===== config.mk =====
export PLATFORM = sky130hd
export DESIGN_NAME = ep_tx_fifo
export DESIGN_NICKNAME = d
export VERILOG_FILES = /design/src/rtl/ep_tx_fifo.sv
export SDC_FILE = /design/constraint.sdc
export NUM_CORES = 1
export LEC_CHECK = 0
export ABC_AREA = 1
export CAP_MARGIN = 5
export CORE_MARGIN = 5
export CORE_UTILIZATION = 30
export DETAILED_ROUTE_END_ITERATION = 12
export PLACE_DENSITY = 0.41
export SLEW_MARGIN = 20
export SYNTH_ARGS = -nofsm -noshare
export SYNTH_HDL_FRONTEND = slang
export SYNTH_SLANG_ARGS = --single-unit

===== constraint.sdc =====
create_clock -name clk -period 3.2 [get_ports clk]
set_input_delay 0.96 -clock clk [delete_from_list [all_inputs] [get_ports clk]]
set_output_delay 0.96 -clock clk [all_outputs]
set_load 0.02 [all_outputs]

===== src/rtl/ep_tx_fifo.sv =====
// Per-endpoint transmit byte FIFO: the bus side writes and the USB side reads through the endpoint mux.
// Read data, fill count, full/empty and sticky error flags are all registered.
module ep_tx_fifo #(
  parameter int FIFO_DEPTH = 64,
  parameter int ADDR_WIDTH = 6
) (
  input  logic                  clk,
  input  logic                  rst,
  input  logic                  fifoWEn,
  input  logic [7:0]            fifoWData,
  output logic                  fifoFull,
  input  logic                  fifoREn,
  output logic [7:0]            fifoRData,
  output logic                  fifoEmpty,
  input  logic                  fifoFlush,
  output logic [ADDR_WIDTH:0]   numElementsInFifo,
  output logic                  overflow,
  output logic                  underflow,
  input  logic                  clrErr
);

  localparam logic [ADDR_WIDTH:0] PTR_ONE = {{ADDR_WIDTH{1'b0}}, 1'b1};

  logic [7:0]          mem [FIFO_DEPTH];
  logic [ADDR_WIDTH:0] wr_ptr_q, wr_ptr_d;
  logic [ADDR_WIDTH:0] rd_ptr_q, rd_ptr_d;
  logic [ADDR_WIDTH:0] count_q, count_d;
  logic                empty_q, empty_d;
  logic                full_q, full_d;
  logic [7:0]          rdata_q, rdata_d;
  logic                overflow_q, overflow_d;
  logic                underflow_q, underflow_d;
  logic                do_wr, do_rd;

  // Strobe semantics: a byte moves on every edge where its strobe is high and the
  // registered flag allows it; a refused strobe drops nothing silently but sets a sticky error.
  // A read on a full FIFO frees the slot the same edge, so a simultaneous write is accepted.
  always_comb begin
    do_rd       = fifoREn && !empty_q && !fifoFlush;
    do_wr       = fifoWEn && (!full_q || fifoREn) && !fifoFlush;
    wr_ptr_d    = wr_ptr_q;
    rd_ptr_d    = rd_ptr_q;
    rdata_d     = rdata_q;
    overflow_d  = overflow_q;
    underflow_d = underflow_q;

    if (clrErr) begin
      overflow_d  = 1'b0;
      underflow_d = 1'b0;
    end

    if (fifoFlush) begin
      wr_ptr_d = rd_ptr_q;
    end else begin
      if (do_wr) wr_ptr_d = wr_ptr_q + PTR_ONE;
      if (do_rd) begin
        rd_ptr_d = rd_ptr_q + PTR_ONE;
        rdata_d  = mem[rd_ptr_q[ADDR_WIDTH-1:0]];
      end
      if (fifoWEn && full_q && !fifoREn) overflow_d = 1'b1;
      if (fifoREn && empty_q) underflow_d = 1'b1;
    end

    count_d = wr_ptr_d - rd_ptr_d;
    empty_d = (wr_ptr_d == rd_ptr_d);
    full_d  = (wr_ptr_d[ADDR_WIDTH-1:0] == rd_ptr_d[ADDR_WIDTH-1:0]) &&
              (wr_ptr_d[ADDR_WIDTH] != rd_ptr_d[ADDR_WIDTH]);
  end

  always_ff @(posedge clk) begin
    if (!rst) begin
      wr_ptr_q    <= '0;
      rd_ptr_q    <= '0;
      count_q     <= '0;
      empty_q     <= 1'b1;
      full_q      <= 1'b0;
      rdata_q     <= 8'h00;
      overflow_q  <= 1'b0;
      underflow_q <= 1'b0;
    end else begin
      wr_ptr_q    <= wr_ptr_d;
      rd_ptr_q    <= rd_ptr_d;
      count_q     <= count_d;
      empty_q     <= empty_d;
      full_q      <= full_d;
      rdata_q     <= rdata_d;
      overflow_q  <= overflow_d;
      underflow_q <= underflow_d;
    end
  end

  // Storage is not reset; the pointers alone define what is valid.
  always_ff @(posedge clk) begin
    if (rst && do_wr) mem[wr_ptr_q[ADDR_WIDTH-1:0]] <= fifoWData;
  end

  assign fifoFull          = full_q;
  assign fifoEmpty         = empty_q;
  assign fifoRData         = rdata_q;
  assign numElementsInFifo = count_q;
  assign overflow          = overflow_q;
  assign underflow         = underflow_q;

endmodule


* After elaboration in Yosys (flattened, before gate mapping) *
Memory sizes are Yosys's and may differ from the RTL's. A register that Yosys moved wholly into a read port is not among the register bits.
Cells that the tools add are included.
W data, S select, Z words.

cells by class
  add/sub/neg operators = 3
  $mul = 0
  div/mod/pow operators = 0
  order comparisons = 0
  equal/unequal tests = 3
  shift operators = 0
  mux-type cells = 12
  bitwise logic cells = 1
  reductions and logical operators = 16

operator list
  kind                   number
  $mux W7                4
  $add A7 B1 Y7 const B  2
  $logic_and A1 B1 Y1    9
  $mux W1                8
  $eq A7 B7 Y1           1
  $sub A7 B7 Y7          1
  $eq A6 B6 Y1           1
  $logic_not A1 Y1       5
  $reduce_and A2 Y1      1
  $logic_or A1 B1 Y1     1
  $ne A1 B1 Y1           1
  $not A1 Y1             1

word-level totals
  register bits after elaboration = 25
  latch bits = 0
  bits in writable memories = 512
  ROM bits = 0
  input port bits = 14
  output and inout port bits = 19
  logic and storage cells = 43
  memories kept = 1

memories
  name  depth  width  read ports  clocked after memory_dff  wr ports  RTL line  source
  mem   64     8      1           1                         1         24        logic [7:0] mem [FIFO_DEPTH];

* Depth between registers and ports, before layout *
Gate-level depths: netlist of the first run.

  depth after elaboration = 8
  mapped depth = 17
  mapped depth without buffers = 17

* Least setup slack after synthesis of the first run *
OpenSTA, ideal clock, no wires.

  path type = input to register
  from = input fifoFlush
  to = register count_q[6], in the netlist numElementsInFifo[6]
  setup time = 0.115 ns
  data arrival time = 2.573 ns
  required time = 3.085 ns
  setup slack = 0.512 ns
  stages on the path = 17
  buffers on the path = 1
  path through = buf_6 > inv_6 > nand2_2 > nor2_8 > nor2_1 > o31ai_1 > ha_1 > inv_1 > ha_1 > inv_1 > nand2_1 > nand2_1 > nand2_2 > nand3_2 > nand3_2 > nand2_1 > nor2_1

between the ends
  longest elaborated chain between the ends = 5
  elaborated cells between the ends (all ways) = 8
  classes of those cells = add/sub (1); mux (4); reduce/logical (3)

RTL lines
  element                                 RTL line  source
  start: declaration                      15        input logic fifoFlush,
  $logic_not A1 Y1                        39, 40
  $logic_and A1 B1 Y1 (on tied branches)  40, 39
  $mux W7 (on tied branches)              55, 56
  $mux W7                                 52        if (fifoFlush) begin
  $sub A7 B7 Y7 (*)                       64        count_d = wr_ptr_d - rd_ptr_d;
  end signal: assignment                  83        count_q <= count_d;
  end: declaration                        27        logic [ADDR_WIDTH:0] count_q, count_d;

Mark *: on every way between the ends. The rest lies on a longest branch, timed or not.
A chain may end at the register's enable or synchronous reset.

==> impl_metrics.env, run 1 <==
export IMPL_fin_tns_setup_ps=0
export IMPL_gp_congestion=0.7988
export IMPL_worst_pin_slew_ps=942.7
export IMPL_cts_buffers=60
export IMPL_antenna_left=0
export IMPL_cts_hold_buf=0
export IMPL_hold_violations=0
export IMPL_slowest_stage="nor2_4"
export IMPL_area_growth_pct=18.50
export IMPL_ios=33
export IMPL_critPathMaxFanout=26
export IMPL_clockPowerShare=0.431
export IMPL_synth_edf_count=512
export IMPL_clock_sinks=545
export IMPL_cts_resized=0
export IMPL_crit_buf_inv=3
export IMPL_cts_tree="built"
export IMPL_irDropWorstVdd_v=0.0006125
export IMPL_postCtsSetupBuffers=0
export IMPL_slew_headroom=0.3700
export IMPL_clkSlewWorstSetupHoldPaths_ps=60
export IMPL_dieArea_sq_mm=0.07983
export IMPL_rsz0062_at_grt="false"
export IMPL_insertion_delay_ps=630
export IMPL_leakage_uw=0.008933
export IMPL_pwr_density_cell_mw_per_mm2=601.3
export IMPL_max_stage_delay_ps=740
export IMPL_grt_max_degree=87
export IMPL_drc=0
export IMPL_dr_pass1_iters=5
export IMPL_cts_buffer_depth=3
export IMPL_synthesis_area_sq_mm=0.02229
export IMPL_endpoint_kind="flip-flop"
export IMPL_maxSlewViolCount=0
export IMPL_switching_share=0.2342
export IMPL_status="completed"
export IMPL_rows=100
export IMPL_synth_seq_area_share=0.7196
export IMPL_grt_pass1_vias=14440
export IMPL_p_comb_frac=0.074
export IMPL_route_vias_total=14710
export IMPL_wl_microns=67320
export IMPL_synth_area_per_cell_sq_um=12.03
export IMPL_pre_cts_ws_ps=-42.76
export IMPL_path_class="reg2reg"
export IMPL_async_flop_share=0
export IMPL_worstPathArrival_ps=3520
export IMPL_yosysWarnings=0
export IMPL_cp_start_kind="flip-flop"
export IMPL_setup_viol=0
export IMPL_drt_iter0_drc=1154
export IMPL_cp_num_cells=10
export IMPL_ys_seq_elements=545
export IMPL_hold_path_class="reg2reg"
export IMPL_layout_setup_ws_ps=260.3
export IMPL_required_ps=3780
export IMPL_wl_per_cell_microns=22.51
export IMPL_drive_gt1_frac=0.1371
export IMPL_grt_pass1_wl_microns=98950
export IMPL_switchingPower_uw=3718
export IMPL_power_frac_seq=0.495
export IMPL_cts_htree_levels=2
export IMPL_fin_crit_sh=0.9187
export IMPL_port_buffers=32
export IMPL_intPower_uw=12160
export IMPL_track_usage=0.1672
export IMPL_maxCapViolCount=0
export IMPL_start_util=0.3009
export IMPL_ys_types=38
export IMPL_synth_nets=1873
export IMPL_holdPathStages=2
export IMPL_crit_chain="clkinv_1 > nor2_4 > inv_1 > a21oi_1 > nor2_1 > nand2_1 > nand3_1 > nand3_1 > nand2_1 > inv_1"
export IMPL_ff2ff_path_depth=10
export IMPL_place_detailed_hpwl_microns=40630
export IMPL_die_h_microns=282.6
export IMPL_synth_ff_type="edfxtp_1"
export IMPL_hold_ws_ps=482.3
export IMPL_syn_inst=1852
export IMPL_coreArea_sq_mm=0.07407
export IMPL_grt_antenna_before_repair=0
export IMPL_fmax_mhz=340.2
export IMPL_viasPerCell=4.921
export IMPL_layout_nets=1992
export IMPL_crit_family="simple AND/OR/NAND/NOR gates"
export IMPL_min_period_ps=2940
export IMPL_die_x_microns=282.6
export IMPL_grt_overflow=0
export IMPL_clockRootBuffer="clkbuf_16"
export IMPL_fin_skew_ps=19.22
cell families (layout without fill, tap and decap cells):
| family | Yosys count | count (layout) | synth area share |
|---|---|---|---|
| simple gates | 687 | 687 | 0.1296 |
| flops | 545 | 545 | 0.7196 |
| compound gates | 441 | 441 | 0.1113 |
| buf+inv | 166 | 334 | 0.03290 |
| fa+ha+maj | 7 | 7 | 0.003930 |
| xor+xnor | 6 | 6 | 0.002695 |
| other cells | 0 | 1 | 0 |
cell type report:
class | instances | area (sq um)
antenna | 1 | 2.502
sequential | 545 | 16040
fill | 7305 | 47660
clock inverter | 41 | 387.9
multi-input combinational | 1141 | 5517
clock buffer | 70 | 1539
tap | 969 | 1212
inverter | 55 | 216.5
timing repair buffer | 168 | 1489
metal layers:
metal | track usage | vias up | wire length [microns]
li1 | - | 6922 | -
met1 | 0.2380 | 7409 | 31350
met2 | 0.2716 | 303 | 31600
met3 | 0.02460 | 80 | 2911
met4 | 0.04122 | 0 | 1453
met5 | 0 | - | 0
synth_stat cells, drive strengths merged, types with 7 or more instances:
| cell type | n | area share |
|---|---|---|
| nand2 | 143 | 0.026 |
| inv | 53 | 0.0092 |
| buf | 50 | 0.013 |
| o22ai | 46 | 0.013 |
| nand3 | 92 | 0.022 |
| o211ai | 60 | 0.020 |
| nor2 | 437 | 0.077 |
| dfxtp | 33 | 0.030 |
| ha | 7 | 0.0039 |
| a21oi | 39 | 0.0088 |
| nor3 | 8 | 0.0018 |
| o21ai | 271 | 0.061 |
| edfxtp | 512 | 0.69 |
| a22oi | 15 | 0.0051 |
| clkbuf | 61 | 0.010 |
power by group through the flow:
stage	sequential (uW)	combinational [uW]	clock, uW
2_1_floorplan	8020	596	0
3_3_place_gp	8010	1190	0
3_5_place_dp	8010	1190	0
4_1_cts	7860	1190	7030
5_1_grt	7860	1290	7320
6_report	7860	1170	6840
tightest hold or removal path: cells and delay by family (launching register included):
kind	cells	cell delay [ps]
AND/OR/NAND/NOR	1	70
flip-flops	1	300
AO/OA/AOI/OAI	1	60
cell usage in the layout (no fill, tap or decap), types with 6 or more instances in the layout:
master and instances:
edfxtp_1 512, nor2_1 428, o21ai_0 260, nand2_1 128
buf_4 121, nand3_1 85, o211ai_1 60, clkbuf_16 60
o22ai_1 46, inv_1 45, a21oi_1 39, dfxtp_1 30
clkdlybuf4s50_1 24, clkinv_2 16, a22oi_1 15, clkinv_1 15
buf_12 15, nand2_2 13, o21ai_1 10, clkbuf_1 10
nor3_1 8, buf_2 8, nand3_2 7, ha_1 7
bufinv_16 7, o21a_1 6, inv_2 6, nand4_1 6
flip-flops by register name, indices dropped and copies added (netlist names), named ones only:
signal and flops:
mem 512, underflow 1, overflow 1, fifoRData 8, fifoFull 1, fifoEmpty 1, rd_ptr_q 7, wr_ptr_q 6
numElementsInFifo 7
worst paths after layout:
kind,endpoint,start,slack (ps)
setup / recovery,fifoRData[2],rd_ptr_q[3],260
hold / removal,overflow,overflow,480
setup reg to reg,fifoRData[2],rd_ptr_q[3],260
hold reg to reg,overflow,overflow,480
per-stage QoR:
stage	std cells	power (uW)	instance area, sq um	util
floorplan	1852	8616	22290	-
global placement	2878	9203	24480	0.3305
detailed placement	2878	9202	24480	0.3305
CTS	2989	16080	26410	0.3565
global route	2989	16470	26410	0.3565
finish	2990	15880	26410	0.3565
Power figures use the tool's default switching activity.
==> inputs of run 2 (changes only) <==
Settings changed: ABC_AREA 1 to 0, CTS_CLUSTER_DIAMETER set to 80.
Clock period 3.2 ns to 2.9 ns, I/O delays scaled along.
==> run 2 against run 1 <==
Effect of this change: critical path depth decreased by 2; sequential cell count unchanged; die area decreased by 2.8%; final area increased by 0.39%; setup slack got worse by 110 ps; cell count decreased by 21%; largest cell class unchanged.
==> impl_metrics.env, run 2 <==
export IMPL_maxCapViolCount=0
export IMPL_rows=98
export IMPL_dr_pass1_iters=5
export IMPL_wl_microns=58450
export IMPL_fin_crit_sh=0.9498
export IMPL_ys_seq_elements=545
export IMPL_fin_cells=2351
export IMPL_port_buffers=32
export IMPL_clkSlewWorstSetupHoldPaths_ps=60
export IMPL_finalInstanceArea_sq_mm=0.02651
export IMPL_setup_viol=0
export IMPL_largest_reg_flops=512
export IMPL_drt_iter0_drc=832
export IMPL_cts_hold_buf=0
export IMPL_postCtsSetupBuffers=0
export IMPL_required_ps=3400
export IMPL_grt_overflow=0
export IMPL_power_frac_seq=0.523
export IMPL_synth_ff_type="edfxtp_1"
export IMPL_final_common_cell="edfxtp_1"
export IMPL_die_x_microns=278.6
export IMPL_drt_met1_wl_microns=27210
export IMPL_area_growth_pct=22.46
export IMPL_clockPowerShare=0.435
export IMPL_path_class="reg2reg"
export IMPL_worst_pin_slew_ps=769.6
export IMPL_grt_pass1_vias=11950
export IMPL_power_total_uw=16510
export IMPL_synth_area_per_cell_sq_um=19.45
export IMPL_drc=0
export IMPL_cts_buffers=59
export IMPL_route_vias_total=11310
export IMPL_synthesis_area_sq_mm=0.02165
export IMPL_multi_input_area_sq_mm=0.005330
export IMPL_layout_nets=1375
export IMPL_cts_buffer_depth=3
export IMPL_status="completed"
export IMPL_switching_share=0.2074
export IMPL_dieArea_sq_mm=0.07763
export IMPL_synth_edf_count=512
export IMPL_critPathMaxFanout=18
export IMPL_cp_start_kind="flip-flop"
export IMPL_maxSlewViolCount=0
export IMPL_grt_pass1_wl_microns=85250
export IMPL_final_cell_mix="512 x edfxtp_1, 181 x buf_4, 138 x mux4_2"
export IMPL_n_antenna_cell=0
export IMPL_rsz0062_at_grt="false"
export IMPL_yosysWarnings=0
export IMPL_worstPathArrival_ps=3260
export IMPL_synth_nets=1134
export IMPL_cts_htree_levels=2
export IMPL_place_detailed_hpwl_microns=38690
export IMPL_ys_types=53
export IMPL_hold_violations=0
export IMPL_endpoint_kind="flip-flop"
export IMPL_syn_inst=1113
export IMPL_intPower_uw=13090
export IMPL_grt_max_degree=65
export IMPL_leakage_uw=0.008513
export IMPL_fin_skew_ps=14.88
export IMPL_coreArea_sq_mm=0.07149
export IMPL_fmax_mhz=363.0
export IMPL_die_h_microns=278.6
export IMPL_slew_headroom=0.4869
export IMPL_viasPerCell=4.809
export IMPL_clockRootBuffer="clkbuf_16"
export IMPL_irDropWorstVdd_v=0.0004592
export IMPL_gp_congestion=0.8159
export IMPL_maxUsedRoutingLayer="met5"
export IMPL_fillers=6663
export IMPL_synth_top_cell_by_area="edfxtp_1"
export IMPL_synth_seq_area_share=0.7407
export IMPL_synthTopCellsByCount="512 x edfxtp_1, 138 x mux4_2, 96 x nor2_1"
export IMPL_wl_met2_microns=27830
export IMPL_min_period_ps=2754
export IMPL_switchingPower_uw=3424
export IMPL_dpl_cell_area_sq_mm=0.02458
export IMPL_netlist_area_leader_share=0.7102
export IMPL_regArea_sq_mm=0.01605
export IMPL_async_flop_share=0
export IMPL_ios=33
export IMPL_wl_per_cell_microns=24.86
export IMPL_fin_util=0.3708
export IMPL_p_comb_frac=0.042
export IMPL_start_util=0.3028
export IMPL_yosysMostFrequentCell="edfxtp_1"
export IMPL_wl_met3_microns=2329
export IMPL_cts_tree="built"
export IMPL_ys_top_cells_by_area="edfxtp_1 71%, mux4_2 14%, dfxtp_1 3.1%"
export IMPL_hold_path_class="reg2reg"
export IMPL_pwr_density_cell_mw_per_mm2=622.9
export IMPL_antenna_left=0
export IMPL_place_inst=2243
export IMPL_grt_antenna_before_repair=1
export IMPL_insertion_delay_ps=610
export IMPL_track_usage=0.1493
export IMPL_drive_gt1_frac=0.3283
export IMPL_clock_sinks=545
run 2: final timing paths:
| path | from | to | slack (ps) | depth (start not counted) |
|---|---|---|---|---|
| setup reg to reg | rd_ptr_q[0] | fifoRData[0] | 150 | 8 |
| setup / recovery | rd_ptr_q[0] | fifoRData[0] | 150 | 8 |
| hold reg to reg | underflow | underflow | 490 | 2 |
| hold / removal | underflow | underflow | 490 | 2 |
run 2: logic make-up (layout without fill, tap and decap cells):
| kind of cell | Yosys count | after routing | synth area share |
|---|---|---|---|
| XOR/XNOR | 20 | 20 | 0.008092 |
| AND/OR/NAND/NOR | 224 | 224 | 0.04768 |
| buffers and inverters | 66 | 354 | 0.01780 |
| AO/OA/AOI/OAI | 86 | 86 | 0.02514 |
| multiplexers | 165 | 165 | 0.1565 |
| flip-flops | 545 | 545 | 0.7407 |
| adder cells (fa/ha/maj) | 7 | 7 | 0.004046 |
run 2: metal layers:
layer,vias up,track usage
met2,241,0.2421
li1,5011,-
met4,2,0.03246
met3,73,0.02232
met1,5979,0.2156
met5,-,0
run 2: stage by stage:
step           setup slack (ps)  hold WS [ps]  setup TNS [ps]
4_1_cts                   40.32         502.2               0
3_3_place_gp             -618.9         478.1         -166590
3_5_place_dp             -662.4         488.9         -168270
2_1_floorplan             45.54         521.3               0
5_1_grt                   62.65         553.7               0
6_report                  145.5         493.5               0
run 2: layout make-up:
type                            instances  share of cell area
Clock buffer                           77             0.05824
Inverter                               10            0.001416
Tap cell                              950             0.04484
Multi-Input combinational cell        502              0.2011
Timing Repair Buffer                  236             0.07872
Sequential cell                       545              0.6053
Clock inverter                         31             0.01038
run 2: timing repair:
action,CTS,global route
endpoints found under the setup margin,3,23
gates resized for setup,3,23
pin swaps,0,4
run 2: power groups by stage:
stage          combinational, uW  clock [uW]  sequential (uW)
3_3_place_gp                 694           0             8800
4_1_cts                      703        7400             8630
3_5_place_dp                 699           0             8800
5_1_grt                      751        7730             8630
6_report                     696        7180             8640
2_1_floorplan                305           0             8820
run 2: worst max-delay path: stages (launching register included):
cell,delay [ps]
dfxtp_4,490
buf_12,240
mux4_2,520
mux2i_1,340
mux4_2,380
nor2_1,60
nor4_2,380
buf_4,170
nor2_1,30
==> inputs of run 3 (changes only) <==
Settings changed: CORE_MARGIN 5 to 4, CORE_UTILIZATION 30 to 55, PLACE_DENSITY 0.41 to 0.68.
==> run 3 against run 2 <==
Effect of this change: maximum frequency shrank 0.81%; combinational power is 11% lower; critical path depth increased by 3; critical endpoint is now numElementsInFifo[6]; first-iteration DRC count rose by 54%; die area decreased by 45%; highest routed layer unchanged; via count increased by 0.23%.
==> impl_metrics.env, run 3 (synthesized netlist as in run 2, its figures left out) <==
export IMPL_fin_skew_ps=15.70
export IMPL_grt_antenna_before_repair=2
export IMPL_final_common_cell="edfxtp_1"
export IMPL_postCtsSetupBuffers=0
export IMPL_dieArea_sq_mm=0.04260
export IMPL_insertion_delay_ps=590
export IMPL_hold_path_class="reg2reg"
export IMPL_drive_gt1_frac=0.3085
export IMPL_maxUsedRoutingLayer="met5"
export IMPL_antenna_left=0
export IMPL_maxSlewViolCount=0
export IMPL_reg2reg_slack_ps=270
export IMPL_coreArea_sq_mm=0.03874
export IMPL_wl_met2_microns=22550
export IMPL_track_usage=0.2336
export IMPL_drt_met1_wl_microns=20860
export IMPL_crit_buf_inv=3
export IMPL_final_cell_mix="512 x edfxtp_1, 154 x buf_4, 138 x mux4_2"
export IMPL_crit_chain="clkdlybuf4s50_1 > or3b_4 > buf_4 > xnor2_2 > ha_2 > inv_1 > ha_1 > o22ai_1 > a21boi_1 > o22ai_1 > mux2i_1"
export IMPL_hold_ws_ps=496.1
export IMPL_worst_pin_slew_ps=596.0
export IMPL_place_inst=1774
export IMPL_fmax_mhz=360.1
export IMPL_maxCapViolCount=0
export IMPL_layout_nets=1332
export IMPL_cts_hold_buf=0
export IMPL_route_vias_total=11330
export IMPL_endpoint_kind="flip-flop"
export IMPL_slowest_stage="clkdlybuf4s50_1"
export IMPL_min_period_ps=2777
export IMPL_area_growth_pct=17.65
export IMPL_clkSlewWorstSetupHoldPaths_ps=60
export IMPL_slew_headroom=0.6027
export IMPL_grt_pass1_vias=11430
export IMPL_worstPathArrival_ps=3300
export IMPL_clock_sinks=545
export IMPL_rows=72
export IMPL_grt_overflow=0
export IMPL_cts_resized=0
export IMPL_rsz0062_at_grt="false"
export IMPL_crit_family="buffers and inverters"
export IMPL_port_buffers=32
export IMPL_timing_critical_path_mode_cell="o22ai_1"
export IMPL_die_h_microns=206.4
export IMPL_cts_buffers=53
export IMPL_gp_congestion=0.9326
export IMPL_wl_met3_microns=3782
export IMPL_status="completed"
export IMPL_irDropWorstVdd_v=0.0004334
export IMPL_cp_start_kind="primary input"
export IMPL_path_class="in2reg"
export IMPL_max_stage_delay_ps=520
export IMPL_ios=33
export IMPL_grt_max_degree=65
export IMPL_place_detailed_hpwl_microns=31320
export IMPL_grt_pass1_wl_microns=73000
export IMPL_pwr_density_cell_mw_per_mm2=636.1
export IMPL_wl_per_cell_microns=25.77
export IMPL_cts_tree="built"
export IMPL_fin_util=0.6575
export IMPL_drc=0
export IMPL_die_x_microns=206.4
export IMPL_start_util=0.5589
export IMPL_cts_buffer_depth=3
export IMPL_viasPerCell=6.047
export IMPL_required_ps=3420
export IMPL_setup_viol=0
export IMPL_leakage_uw=0.008252
export IMPL_wl_microns=48290
export IMPL_fin_crit_sh=0.9576
export IMPL_cts_htree_levels=2
export IMPL_hold_violations=0
export IMPL_fin_cells=1874
export IMPL_drt_iter0_drc=1284
export IMPL_dr_pass1_iters=5
export IMPL_clockRootBuffer="clkbuf_16"
export IMPL_critPathMaxFanout=10
export IMPL_largest_reg_flops=512
run 3: worst reg2reg max path: stages (launching register included):
cell	delay (ps)
dfxtp_4	440
buf_12	220
buf_4	260
mux4_2	500
mux4_2	530
nand2_1	130
a21oi_1	70
nor3_1	280
nor2_1	80
run 3: power breakdown:
group          switching [uW]  internal (uW)  total, uW  leakage (uW)
Combinational             342            274        616       0.00250
Clock                    2790           4160       6950      0.000877
Sequential               21.6           8610       8640       0.00487
Total                    3160          13000      16200       0.00825
run 3: through the flow:
stage	power [uW]	worst slack [ps]	cell area (sq um)	setup TNS [ps]
floorplan	9123	45.54	21650	0
global placement	9409	-509.9	23660	-86640
detailed placement	9418	-539.9	23660	-75520
CTS	16310	55.32	25440	0
global route	16740	4.984	25470	0
finish	16200	122.9	25470	0
run 3: final cells by class:
cell class                      instances  area [sq um]
Clock buffer                           68          1455
Clock inverter                         31         324.1
Fill cell                            2599         13270
Inverter                               10         37.54
Sequential cell                       545         16050
Multi-Input combinational cell        502          5256
Antenna cell                            1         2.502
Timing Repair Buffer                  199          1697
Tap cell                              518         648.1
run 3: worst paths after layout:
path | from | endpoint | cells past startpoint
max | fifoREn | numElementsInFifo[6] | 11
max reg2reg | rd_ptr_q[0] | fifoRData[6] | 8
min reg2reg | underflow | underflow | 2
min | underflow | underflow | 2
run 3: metal layers:
layer / global-route usage / vias to the layer above
met1: 0.3536 / 5855
met3: 0.05366 / 79
met4: 0.06012 / 2
li1: - / 4908
met5: 0 / -
met2: 0.3513 / 488
